`config.mk`:
```
export PLATFORM = sky130hd
export DESIGN_NAME = fip_sqrt_iter
export DESIGN_NICKNAME = d
export VERILOG_FILES = /design/src/rtl/fip_sqrt_iter.sv
export SDC_FILE = /design/constraint.sdc
export NUM_CORES = 1
export LEC_CHECK = 0
export CAP_MARGIN = 5
export CORE_MARGIN = 4
export CORE_UTILIZATION = 51
export DETAILED_ROUTE_END_ITERATION = 7
export PLACE_DENSITY = 0.76
export SYNTH_ARGS = -nofsm -noshare
export SYNTH_HDL_FRONTEND = slang
export SYNTH_SLANG_ARGS = --single-unit
export TNS_END_PERCENT = 50
```
`constraint.sdc`:
```
create_clock -name i_clk -period 4 [get_ports i_clk]
set_clock_uncertainty 0.15 [all_clocks]
set_input_delay 1.2 -clock i_clk [delete_from_list [all_inputs] [get_ports i_clk]]
set_output_delay 1.2 -clock i_clk [all_outputs]
set_load 0.01 [all_outputs]
```
`src/rtl/fip_sqrt_iter.sv`:
```
// Iterative fixed-point square root: digit-by-digit restoring integer sqrt of
// {i_rad, FRA_BITS zeros}, BITS_PER_CYCLE root bits resolved per clock.
//
// state  | meaning
// S_IDLE | waiting for i_en; o_root/o_err hold the last result
// S_RUN  | iterating; i_en ignored until the result strobe
module fip_sqrt_iter #(
   parameter int WIDTH          = 32,
   parameter int FRA_BITS       = 16,
   parameter int BITS_PER_CYCLE = 1,
   parameter int SIGNED         = 1,
   parameter int ROUND          = 0
) (
   input  logic             i_clk,
   input  logic             i_rst,
   input  logic             i_en,
   input  logic [WIDTH-1:0] i_rad,
   output logic [WIDTH-1:0] o_root,
   output logic             o_err,
   output logic             o_busy,
   output logic             o_valid
);

   localparam int OPW = WIDTH + FRA_BITS;
   localparam int N   = OPW / 2;
   localparam int L   = N / BITS_PER_CYCLE;
   localparam int CW  = $clog2(L + 1);

   if (((OPW % 2) != 0) || (FRA_BITS > WIDTH) || ((N % BITS_PER_CYCLE) != 0)) begin : g_param_err
      $error("fip_sqrt_iter: illegal WIDTH/FRA_BITS/BITS_PER_CYCLE combination");
   end

   typedef enum logic {S_IDLE, S_RUN} state_t;

   state_t           r_state;
   logic             r_busy;
   logic             r_valid;
   logic [WIDTH-1:0] r_root;
   logic             r_err;
   logic             r_neg;
   logic [CW-1:0]    r_cnt;
   logic [OPW-1:0]   r_op;
   logic [N+1:0]     r_rem;
   logic [N-1:0]     r_q;

   logic             w_neg_in;
   logic [OPW-1:0]   w_ext;
   logic [OPW-1:0]   w_op_load;
   logic [OPW-1:0]   w_op;
   logic [N+1:0]     w_rem;
   logic [N-1:0]     w_q;
   logic [N+1:0]     w_sh;
   logic [N+1:0]     w_t;
   logic             w_up;
   logic [WIDTH:0]   w_sum;
   logic [WIDTH-1:0] w_res;

   // A negative operand still runs the full schedule on a zero operand so
   // latency never depends on the data.
   assign w_neg_in  = (SIGNED != 0) && i_rad[WIDTH-1];
   assign w_ext     = OPW'(i_rad);
   assign w_op_load = w_neg_in ? '0 : (w_ext << FRA_BITS);

   always_comb begin
      w_rem = r_rem;
      w_q   = r_q;
      w_op  = r_op;
      w_sh  = '0;
      w_t   = '0;
      for (int i = 0; i < BITS_PER_CYCLE; i++) begin
         w_sh = {w_rem[N-1:0], w_op[OPW-1 -: 2]};
         w_t  = {w_q, 2'b01};
         if (w_sh >= w_t) begin
            w_rem = w_sh - w_t;
            w_q   = {w_q[N-2:0], 1'b1};
         end else begin
            w_rem = w_sh;
            w_q   = {w_q[N-2:0], 1'b0};
         end
         w_op = w_op << 2;
      end
   end

   // Round up when the remainder exceeds the floor root; a carry out of
   // WIDTH bits can only happen when N == WIDTH and saturates to all ones.
   assign w_up  = (ROUND != 0) && (w_rem > {2'b00, w_q});
   assign w_sum = {{(WIDTH + 1 - N){1'b0}}, w_q} + {{WIDTH{1'b0}}, w_up};
   assign w_res = r_neg ? '0 : (w_sum[WIDTH] ? '1 : w_sum[WIDTH-1:0]);

   always_ff @(posedge i_clk or posedge i_rst) begin
      if (i_rst) begin
         r_state <= S_IDLE;
         r_busy  <= 1'b0;
         r_valid <= 1'b0;
         r_root  <= '0;
         r_err   <= 1'b0;
         r_neg   <= 1'b0;
         r_cnt   <= '0;
         r_op    <= '0;
         r_rem   <= '0;
         r_q     <= '0;
      end else begin
         r_valid <= 1'b0;
         case (r_state)
            S_IDLE: begin
               if (i_en && !r_busy) begin
                  r_state <= S_RUN;
                  r_busy  <= 1'b1;
                  r_op    <= w_op_load;
                  r_rem   <= '0;
                  r_q     <= '0;
                  r_neg   <= w_neg_in;
                  r_cnt   <= CW'(L - 1);
               end
            end
            S_RUN: begin
               r_op  <= w_op;
               r_rem <= w_rem;
               r_q   <= w_q;
               if (r_cnt == '0) begin
                  r_state <= S_IDLE;
                  r_busy  <= 1'b0;
                  r_valid <= 1'b1;
                  r_root  <= w_res;
                  r_err   <= r_neg;
               end else begin
                  r_cnt <= r_cnt - CW'(1);
               end
            end
            default: begin
               r_state <= S_IDLE;
               r_busy  <= 1'b0;
            end
         endcase
      end
   end

   assign o_root  = r_root;
   assign o_err   = r_err;
   assign o_busy  = r_busy;
   assign o_valid = r_valid;

endmodule
```
==> results of run 1 <==
per-stage QoR:
step	cell area, sq um	total power [mW]	util (%)	hold WS [ps]	std cells
after floorplan	6060	4.55	-	300	645
after global placement	6700	5.25	58.2	307	807
after detailed placement	6700	5.35	58.2	316	807
after CTS	7340	7.00	63.8	324	839
after global routing	7340	7.53	63.8	350	839
final	7340	7.03	63.8	320	839
state kept, by name, indices dropped and copies added (netlist names):
register  cells
o_root       24
r_cnt         5
r_q          24
r_op         32
r_rem        24
r_neg         1
r_state       1
o_busy        1
o_err         1
o_valid       1
layer usage:
metal	vias up	global-route usage [%]
li1	2365	-
met2	192	35.5
met3	24	5.28
met1	2480	32.4
met5	-	0
met4	0	7.57
worst min-delay path: stages, from the launching register on:
cell     delay [ps]
dfrtp_1         340
nand2_1          50
nand2_1          50
cell families (layout without fill, tap and decap cells):
group / count (synthesis) / in the layout / synth area share (%)
flip-flops: 114 / 114 / 47.3
buffers and inverters: 112 / 163 / 7.55
AO/OA/AOI/OAI: 175 / 175 / 21.9
XOR/XNOR: 22 / 22 / 3.19
multiplexers: 3 / 3 / 0.601
other: 1 / 8 / 0.0622
adder cells (fa/ha/maj): 28 / 28 / 5.81
AND/OR/NAND/NOR: 183 / 183 / 13.6
how the worst max path moves through the flow:
stage                            to     from  depth (start not counted)
after floorplan              o_busy    i_rst                          1
after global placement    r_rem[22]   r_q[3]                         11
after detailed placement  r_rem[22]   r_q[9]                         11
after CTS                 r_rem[22]   r_q[9]                         11
after global routing      r_rem[22]  r_q[14]                         11
final                     r_rem[22]   r_q[9]                         11
power groups by stage:
| stage | sequential, mW | combinational, mW | clock, mW |
|---|---|---|---|
| after floorplan | 1.63 | 2.93 | 0 |
| after global placement | 1.69 | 3.56 | 0 |
| after detailed placement | 1.71 | 3.64 | 0 |
| after CTS | 1.69 | 3.67 | 1.64 |
| after global routing | 1.73 | 4.09 | 1.71 |
| final | 1.70 | 3.70 | 1.63 |
layout by cell type (no fill, tap or decap), drive strengths merged, types with 7 or more instances in the layout:
| master | Yosys | final |
|---|---|---|
| buf | 16 | 8 |
| clkdlybuf4s50 | 0 | 61 |
| clkbuf | 34 | 23 |
| ha | 28 | 28 |
| a222oi | 29 | 29 |
| a31oi | 7 | 7 |
| conb | 1 | 8 |
| nand2 | 105 | 105 |
| o21ai | 43 | 43 |
| nor2 | 21 | 21 |
| a21oi | 14 | 14 |
| inv | 62 | 61 |
| dfrtp | 114 | 114 |
| nor3 | 13 | 13 |
| o31ai | 26 | 26 |
| nand3 | 23 | 23 |
| xnor2 | 18 | 18 |
| o211ai | 21 | 21 |
area by class of cell:
class / instances / area [sq um] / area share, %
Clock buffer: 23 / 488 / 6.65
Clock inverter: 9 / 151 / 2.06
Inverter: 62 / 236 / 3.22
Multi-Input combinational cell: 419 / 2760 / 37.6
Sequential cell: 114 / 2850 / 38.9
Tap cell: 143 / 179 / 2.44
Timing Repair Buffer: 69 / 671 / 9.13
==> results.py, run 1 <==
metrics = {
    "timing": {
        "finalSetupViolCount": 0,
        "worst_slack_ps": 675,
        "maxSlewViolCount": 0,
        "final-hold-violation-count": 0,
        "setup-tns-final_ps": 0,
        "min_period_ps": 3320,
        "fmax_mhz": 301,
        "grt_setup_unrepaired": "no",
        "max-slew-margin-rel_pct": 30.5,
        "timing.final.crit_share_pct": 83.1,
        "worst_slew_pin_slew_ps": 1040,
    },
    "power_and_ir_drop": {
        "p_switching_mw": 3.01,
        "pwr-share-clk_pct": 23.2,
        "p_per_area_mw_per_mm2": 958,
        "ir_drop_mv": 0.455,
        "comb_power_share_pct": 52.7,
        "power_frac_seq_pct": 24.1,
        "swShare_pct": 42.8,
        "power.leakage_nw": 3.40,
        "internal_power_mw": 4.02,
    },
    "synth": {
        "async_reset_ff_share_pct": 100,
        "synth_top_area_cell": "dfrtp_1",
        "ys_seq_area_share_pct": 47.3,
        "postSynthAreaPerCell_sq_um": 9.45,
        "synthTopCellsByArea": "dfrtp_1 (47%), nand2_1 (6.5%), ha_1 (5.8%)",
        "synth-edff-count": 0,
        "synth_commonest_cells": "dfrtp_1 (114), nand2_1 (105), inv_1 (62), o21ai_0 (41), clkbuf_1 (34)",
        "synth_ff_type": "dfrtp_1",
        "synth_top_area_share_pct": 47.3,
        "syn_area_sq_mm": 0.00603,
        "yosysWarnings": 0,
        "netlist_instances": 638,
        "synth_seq_cells": 114,
        "synth_cell_type_count": 54,
        "yosys.cell_count.top_type": "dfrtp_1",
    },
    "setup_path": {
        "cp_top_family": "compound AO/OA/AOI/OAI gates",
        "cp_cell_sequence": "inv_1 > ha_1 > nand2_1 > o21ai_1 > o21ai_1 > a311oi_4 > nor4b_4 > nor2_4 > buf_4 > nand2_1 > o21ai_0",
        "critical_path_buf_inv_count": 2,
        "r2r-end": "r_rem[22]",
        "reg2reg_slack_ps": 680,
        "cpPeakStageDelay_ps": 480,
        "crit_fanout": 24,
        "r2r_start": "r_q[9]",
        "cp.arrival_ps": 3500,
        "crit_required_ps": 4180,
        "cp-start-kind": "register",
        "reg2regPathDepth": 11,
        "end_kind": "register",
        "cpMaxStageDelayCell": "nor2_4",
        "crit_type": "register to register",
    },
    "cts": {
        "clkSlewWorstSetupHoldPaths_ps": 60,
        "cts_hold_repair.buffers": 0,
        "cts_setup_buffers": 0,
        "root_buffer": "clkbuf_16",
        "cts_inserted_buffers": 17,
        "clk_latency_ps": 420,
        "cts_resized": 0,
        "h-tree-depth": 4,
        "cts.sink_count": 114,
        "cts_buffer_depth": 2,
        "tritoncts": "yes",
    },
    "global_routing": {
        "gr-total-overflow": 0,
        "grt_pass1_wl_um": 24600,
        "grt_start_max_net_pins": 101,
        "grt_util_all_layers_pct": 23.0,
        "antenna_found_initial": 0,
        "grt_pass1_vias": 4888,
    },
    "worst_hold_path": {
        "holdPathStages": 2,
        "hold_path_end": "o_err",
        "holdCritPathClass": "register to register",
        "min_from": "o_err",
    },
    "cells_and_area": {
        "num-fill-cells": 908,
        "n_antenna_cell": 0,
        "nets": 746,
        "drive_gt1_share_pct": 7.33,
        "area_growth_pct": 21.7,
    },
    "die": {
        "die_h_um": 117,
        "io-pin-count": 70,
        "core_area_sq_mm": 0.0115,
        "die_area_sq_mm": 0.0136,
        "rows": 39,
        "chipWidth_um": 117,
        "start_util_pct": 52.4,
    },
    "detailed_routing": {
        "wl_met3_um": 831,
        "drcViolationCount": 0,
        "viasPerCell": 6.03,
        "wl_met2_um": 7060,
        "dr.pass1.iters": 6,
        "ant_nets": 0,
        "highest_layer": "met4",
        "vias": 5061,
        "drt_wl_total_um": 15000,
        "drt-met1-wl_um": 6890,
        "drtIter0Drc": 720,
        "avgRoutedWirePerCell_um": 17.9,
    },
    "placed_design": {
        "place_ws_ps": 730,
        "globalplace.congestion": 1.01,
        "port_buffers": 61,
        "place.detailed.hpwl_um": 10300,
    },
    "run_status": {
        "outcome": "completed",
    },
    "job": {
        "drv_cap": 0,
    },
}
Note: power is estimated with default switching activity, not from simulation.
==> run 2, diff against run 1 <==
==> constraint.sdc (replaced) <==
create_clock -name i_clk -period 2.8 [get_ports i_clk]
set_clock_uncertainty 0.15 [all_clocks]
set_input_delay 0.84 -clock i_clk [delete_from_list [all_inputs] [get_ports i_clk]]
set_output_delay 0.84 -clock i_clk [all_outputs]
set_load 0.01 [all_outputs]
==> run 2 against run 1 <==
The flow now finishes with violations (DRC). Register-to-register slack worse by 630 ps. Count of clock-buffer cells in the layout is the same. Critical endpoint is now r_rem[1]. Final cell count up 2.4%.
==> results.py, run 2 (synthesized netlist as in run 1, its figures left out) <==
metrics = {
    "setup_path": {
        "crit_fanout": 7,
        "cp-start-kind": "register",
        "cp.arrival_ps": 2950,
        "reg2reg_slack_ps": 40,
        "crit_required_ps": 2990,
        "crit_type": "register to register",
        "end_kind": "register",
    },
    "detailed_routing": {
        "drt_wl_total_um": 15400,
        "vias": 5143,
        "drtIter0Drc": 635,
        "viasPerCell": 5.99,
        "drcViolationCount": 13,
        "dr.pass1.iters": 8,
        "ant_nets": 0,
        "avgRoutedWirePerCell_um": 17.9,
    },
    "timing": {
        "max-slew-margin-rel_pct": 37.3,
        "min_period_ps": 2760,
        "worst_slack_ps": 41.4,
        "worst_slew_pin_slew_ps": 941,
        "fmax_mhz": 362,
        "final-hold-violation-count": 0,
        "grt_setup_unrepaired": "yes",
        "whs_ps": 325,
        "finalSetupViolCount": 0,
        "maxSlewViolCount": 0,
        "timing.final.crit_share_pct": 98.5,
    },
    "cells_and_area": {
        "multi_input_comb_area_sq_mm": 0.00288,
        "instances_no_fill": 859,
        "drive_gt1_share_pct": 13.4,
        "seqCellArea_sq_mm": 0.00285,
        "num-fill-cells": 866,
        "nets": 769,
        "largest_register_ff_count": 32,
        "final_common_cell": "dfrtp_1",
        "regMostFlops": "r_op",
        "area_growth_pct": 26.8,
        "layout_common_cells": "dfrtp_1 (113), nand2_1 (104), clkdlybuf4s50_1 (61)",
        "n_antenna_cell": 0,
    },
    "run_status": {
        "outcome": "complete, but fails checks",
        "violations": "DRC",
    },
    "global_routing": {
        "grt_util_all_layers_pct": 22.2,
        "grt_pass1_vias": 4836,
        "grt_pass1_wl_um": 24000,
        "antenna_found_initial": 0,
        "grt_start_max_net_pins": 77,
        "gr-total-overflow": 0,
    },
    "power_and_ir_drop": {
        "fin_total_pwr_mw": 11.1,
        "ir_drop_mv": 0.677,
        "p_per_area_mw_per_mm2": 1450,
        "power.leakage_nw": 3.52,
    },
    "die": {
        "die_area_sq_mm": 0.0136,
        "rows": 39,
        "start_util_pct": 52.4,
        "io-pin-count": 70,
        "die_h_um": 117,
        "chipWidth_um": 117,
        "core_area_sq_mm": 0.0115,
    },
    "placed_design": {
        "dp.cells": 821,
        "port_buffers": 61,
        "place_ws_ps": 17.3,
        "globalplace.congestion": 0.974,
        "place.detailed.hpwl_um": 10200,
    },
    "job": {
        "drv_cap": 0,
    },
    "worst_hold_path": {
        "holdCritPathClass": "register to register",
    },
    "cts": {
        "h-tree-depth": 4,
        "cts_inserted_buffers": 17,
        "tritoncts": "yes",
        "cts_buffer_depth": 2,
        "root_buffer": "clkbuf_16",
        "clk_latency_ps": 410,
        "cts.sink_count": 114,
        "clkSlewWorstSetupHoldPaths_ps": 50,
        "cts_hold_repair.buffers": 0,
    },
}
[run 2: through the flow]
step | instance area, sq um | util [%] | setup TNS, ps
after floorplan | 6060 | - | 0
after global placement | 6860 | 59.6 | 0
after detailed placement | 6860 | 59.6 | 0
after CTS | 7430 | 64.5 | 0
after global routing | 7650 | 66.4 | -217
final | 7650 | 66.4 | 0
[run 2: metal layers]
metal	GRT usage, %	up-vias	share of wire (%)	routed length (um)
met1	31.8	2501	44	6820
met2	34.3	216	48	7340
met5	0	-	0	0
met3	4.51	22	6.4	977
met4	6.65	0	1.6	240
li1	-	2404	-	-
[run 2: area by class of cell]
class	count	area share, %
Multi-Input combinational cell	419	37.7
Timing Repair Buffer	92	12.2
Clock buffer	23	6.25
Tap cell	143	2.34
Clock inverter	6	1.08
Sequential cell	114	37.3
Inverter	62	3.09
[run 2: report_power, final]
| group | total (mW) | internal, mW | leakage [nW] | switching, mW |
|---|---|---|---|---|
| Clock | 2.06 | 1.36 | 0.275 | 0.701 |
| Combinational | 6.59 | 3.00 | 1.73 | 3.60 |
| Sequential | 2.45 | 2.08 | 1.51 | 0.369 |
| Total | 11.1 | 6.44 | 3.52 | 4.67 |
[run 2: final timing paths]
kind | cells after the start | end | start
setup / recovery | 11 | r_rem[1] | r_q[1]
hold / removal | 2 | o_root[6] | o_root[6]
max in group asynchronous | 3 | r_rem[3] | i_rst
min in group asynchronous | 3 | r_cnt[0] | i_rst
hold reg to reg | 2 | o_root[6] | o_root[6]
setup reg to reg | 11 | r_rem[1] | r_q[1]
[run 2: critical path, stage by stage, from the launching register on]
cell and delay, ps:
dfrtp_1 370, inv_2 60, ha_2 330, o21a_1 160, o31a_1 220, o221ai_4 140, a311oi_4 360, nor4b_4 100
nor2_4 230, buf_8 180, mux2i_2 230, a22o_1 150
[run 2: repair_timing]
action,CTS,global route
gates resized for setup,3,30
gates cloned,0,1
pin swaps,2,10
setup endpoints to repair,2,20
setup buffers,0,8
==> run 3, diff against run 2 <==
--- a/config.mk
+++ b/config.mk
@@ -8,8 +8,9 @@
 export CAP_MARGIN = 5
 export CORE_MARGIN = 4
 export CORE_UTILIZATION = 51
+export CTS_CLUSTER_DIAMETER = 120
 export DETAILED_ROUTE_END_ITERATION = 7
-export PLACE_DENSITY = 0.76
+export PLACE_DENSITY = 0.77
 export SYNTH_ARGS = -nofsm -noshare
 export SYNTH_HDL_FRONTEND = slang
 export SYNTH_SLANG_ARGS = --single-unit
==> run 3 against run 2 <==
The run still ends with DRC left. Worst setup slack worse by 38 ps. Flip-flop and latch count unchanged. Sequential share of layout area shrank 0.21 points. Sequential power up 2%. Final cell count increased by 0.12%. Routed wire length is 8.1% higher. Utilization up 0.40 points. Power increased by 1.0%. Count of clock-buffer cells in the layout is 1 higher. Critical path depth fell by 1. Highest routed layer unchanged.
==> results.py, run 3 (synthesized netlist as in run 1, its figures left out) <==
metrics = {
    "setup_path": {
        "end_kind": "register",
        "cp_cell_sequence": "inv_1 > ha_4 > o21a_1 > o31a_1 > o221ai_4 > a311oi_4 > nor4b_4 > nor2_4 > mux2_4 > a22o_1",
        "reg2regPathDepth": 10,
        "cp-start-kind": "register",
        "cpPeakStageDelay_ps": 400,
        "crit_fanout": 4,
        "cp.arrival_ps": 2940,
        "crit_required_ps": 2950,
        "crit_type": "register to register",
        "cpMaxStageDelayCell": "a311oi_4",
    },
    "cts": {
        "h-tree-depth": 4,
        "root_buffer": "clkbuf_16",
        "clk_latency_ps": 410,
        "clkSlewWorstSetupHoldPaths_ps": 50,
        "cts_buffer_depth": 2,
        "cts_hold_repair.buffers": 0,
        "cts.sink_count": 114,
        "cts_inserted_buffers": 17,
        "tritoncts": "yes",
    },
    "global_routing": {
        "grt_pass1_wl_um": 25900,
        "grt_start_max_net_pins": 83,
        "grt_util_all_layers_pct": 24.3,
        "grt_pass1_vias": 5082,
        "gr-total-overflow": 0,
        "antenna_found_initial": 0,
    },
    "run_status": {
        "violations": "DRC",
        "outcome": "complete, but fails checks",
    },
    "timing": {
        "worst_slew_pin_slew_ps": 956,
        "maxSlewViolCount": 0,
        "finalSetupViolCount": 0,
        "fmax_mhz": 358,
        "max-slew-margin-rel_pct": 36.2,
        "grt_setup_unrepaired": "yes",
        "timing.final.crit_share_pct": 99.9,
        "min_period_ps": 2800,
        "final-hold-violation-count": 0,
    },
    "worst_hold_path": {
        "holdCritPathClass": "register to register",
        "holdPathStages": 2,
    },
    "detailed_routing": {
        "dr.pass1.iters": 8,
        "drtIter0Drc": 702,
        "ant_nets": 0,
        "avgRoutedWirePerCell_um": 19.3,
        "vias": 5370,
        "drcViolationCount": 14,
        "drt_wl_total_um": 16600,
        "viasPerCell": 6.24,
    },
    "power_and_ir_drop": {
        "p_per_area_mw_per_mm2": 1460,
        "fin_total_pwr_mw": 11.2,
        "power.leakage_nw": 3.52,
        "ir_drop_mv": 0.836,
    },
    "die": {
        "start_util_pct": 52.4,
        "die_h_um": 117,
        "core_area_sq_mm": 0.0115,
        "die_area_sq_mm": 0.0136,
        "io-pin-count": 70,
        "chipWidth_um": 117,
        "rows": 39,
    },
    "cells_and_area": {
        "instances_no_fill": 860,
        "regMostFlops": "r_op",
        "drive_gt1_share_pct": 13.5,
        "n_antenna_cell": 0,
        "final_common_cell": "dfrtp_1",
        "layout_common_cells": "dfrtp_1 (112), nand2_1 (104), clkdlybuf4s50_1 (61)",
        "largest_register_ff_count": 32,
        "seqCellArea_sq_mm": 0.00286,
        "area_growth_pct": 27.6,
        "final_util_pct": 66.8,
        "multi_input_comb_area_sq_mm": 0.00294,
        "nets": 769,
        "num-fill-cells": 849,
    },
    "placed_design": {
        "port_buffers": 61,
        "place.detailed.hpwl_um": 10500,
        "globalplace.congestion": 0.939,
        "dp.cells": 820,
    },
    "job": {
        "drv_cap": 0,
    },
}
==> run 3: stage by stage <==
stage	TNS [ps]	area (sq um)	hold WS (ps)	setup slack, ps
2_1_floorplan	0	6060	300	116
3_3_place_gp	0	6850	307	121
3_5_place_dp	-7.56	6850	319	-7.56
4_1_cts	-3.66	7430	328	-3.66
5_1_grt	-322	7690	348	-68.9
6_report	0	7690	321	2.97
==> run 3: final timing paths <==
kind | slack, ps | startpoint | endpoint
setup / recovery | 3 | r_q[1] | r_rem[4]
hold / removal | 320 | o_root[17] | o_root[17]
setup reg to reg | 3 | r_q[1] | r_rem[4]
hold reg to reg | 320 | o_root[17] | o_root[17]
max in group asynchronous | 1380 | i_rst | r_q[16]
min in group asynchronous | 740 | i_rst | r_cnt[0]
==> run 3: routing by layer <==
metal  global-route usage (%)  wire, um  vias up
li1                         -         -     2402
met1                     34.2      6980     2638
met2                     37.4      7990      285
met3                     5.60      1260       45
met4                     7.72       394        0
met5                        0         0        -
==> run 3: critical path: cells and delay by family, from the launching register on <==
family | cells | cell delay, ps
adder cells (fa/ha/maj) | 1 | 300
flip-flops | 1 | 360
multiplexers | 1 | 330
AND/OR/NAND/NOR | 2 | 330
buffers and inverters | 1 | 100
AO/OA/AOI/OAI | 5 | 1100
==> run 3: layout make-up <==
type,instances,area share (%)
timing repair buffer,92,11.9
multi-input combinational,419,38.2
inverter,62,3.07
tap,143,2.33
sequential,114,37.1
clock inverter,6,1.04
clock buffer,24,6.39
==> run 3: what timing repair did <==
action,CTS,global route
pin swaps,0,7
resized for setup,2,34
buffers inserted,0,9
setup endpoints to repair,2,25
gates cloned,0,1
==> run 3: power by group <==
part | internal (mW) | switching (mW) | leakage [nW] | total, mW
clock | 1.39 | 0.726 | 0.286 | 2.11
combinational | 2.90 | 3.69 | 1.72 | 6.60
sequential | 2.08 | 0.425 | 1.51 | 2.51
total | 6.37 | 4.84 | 3.52 | 11.2
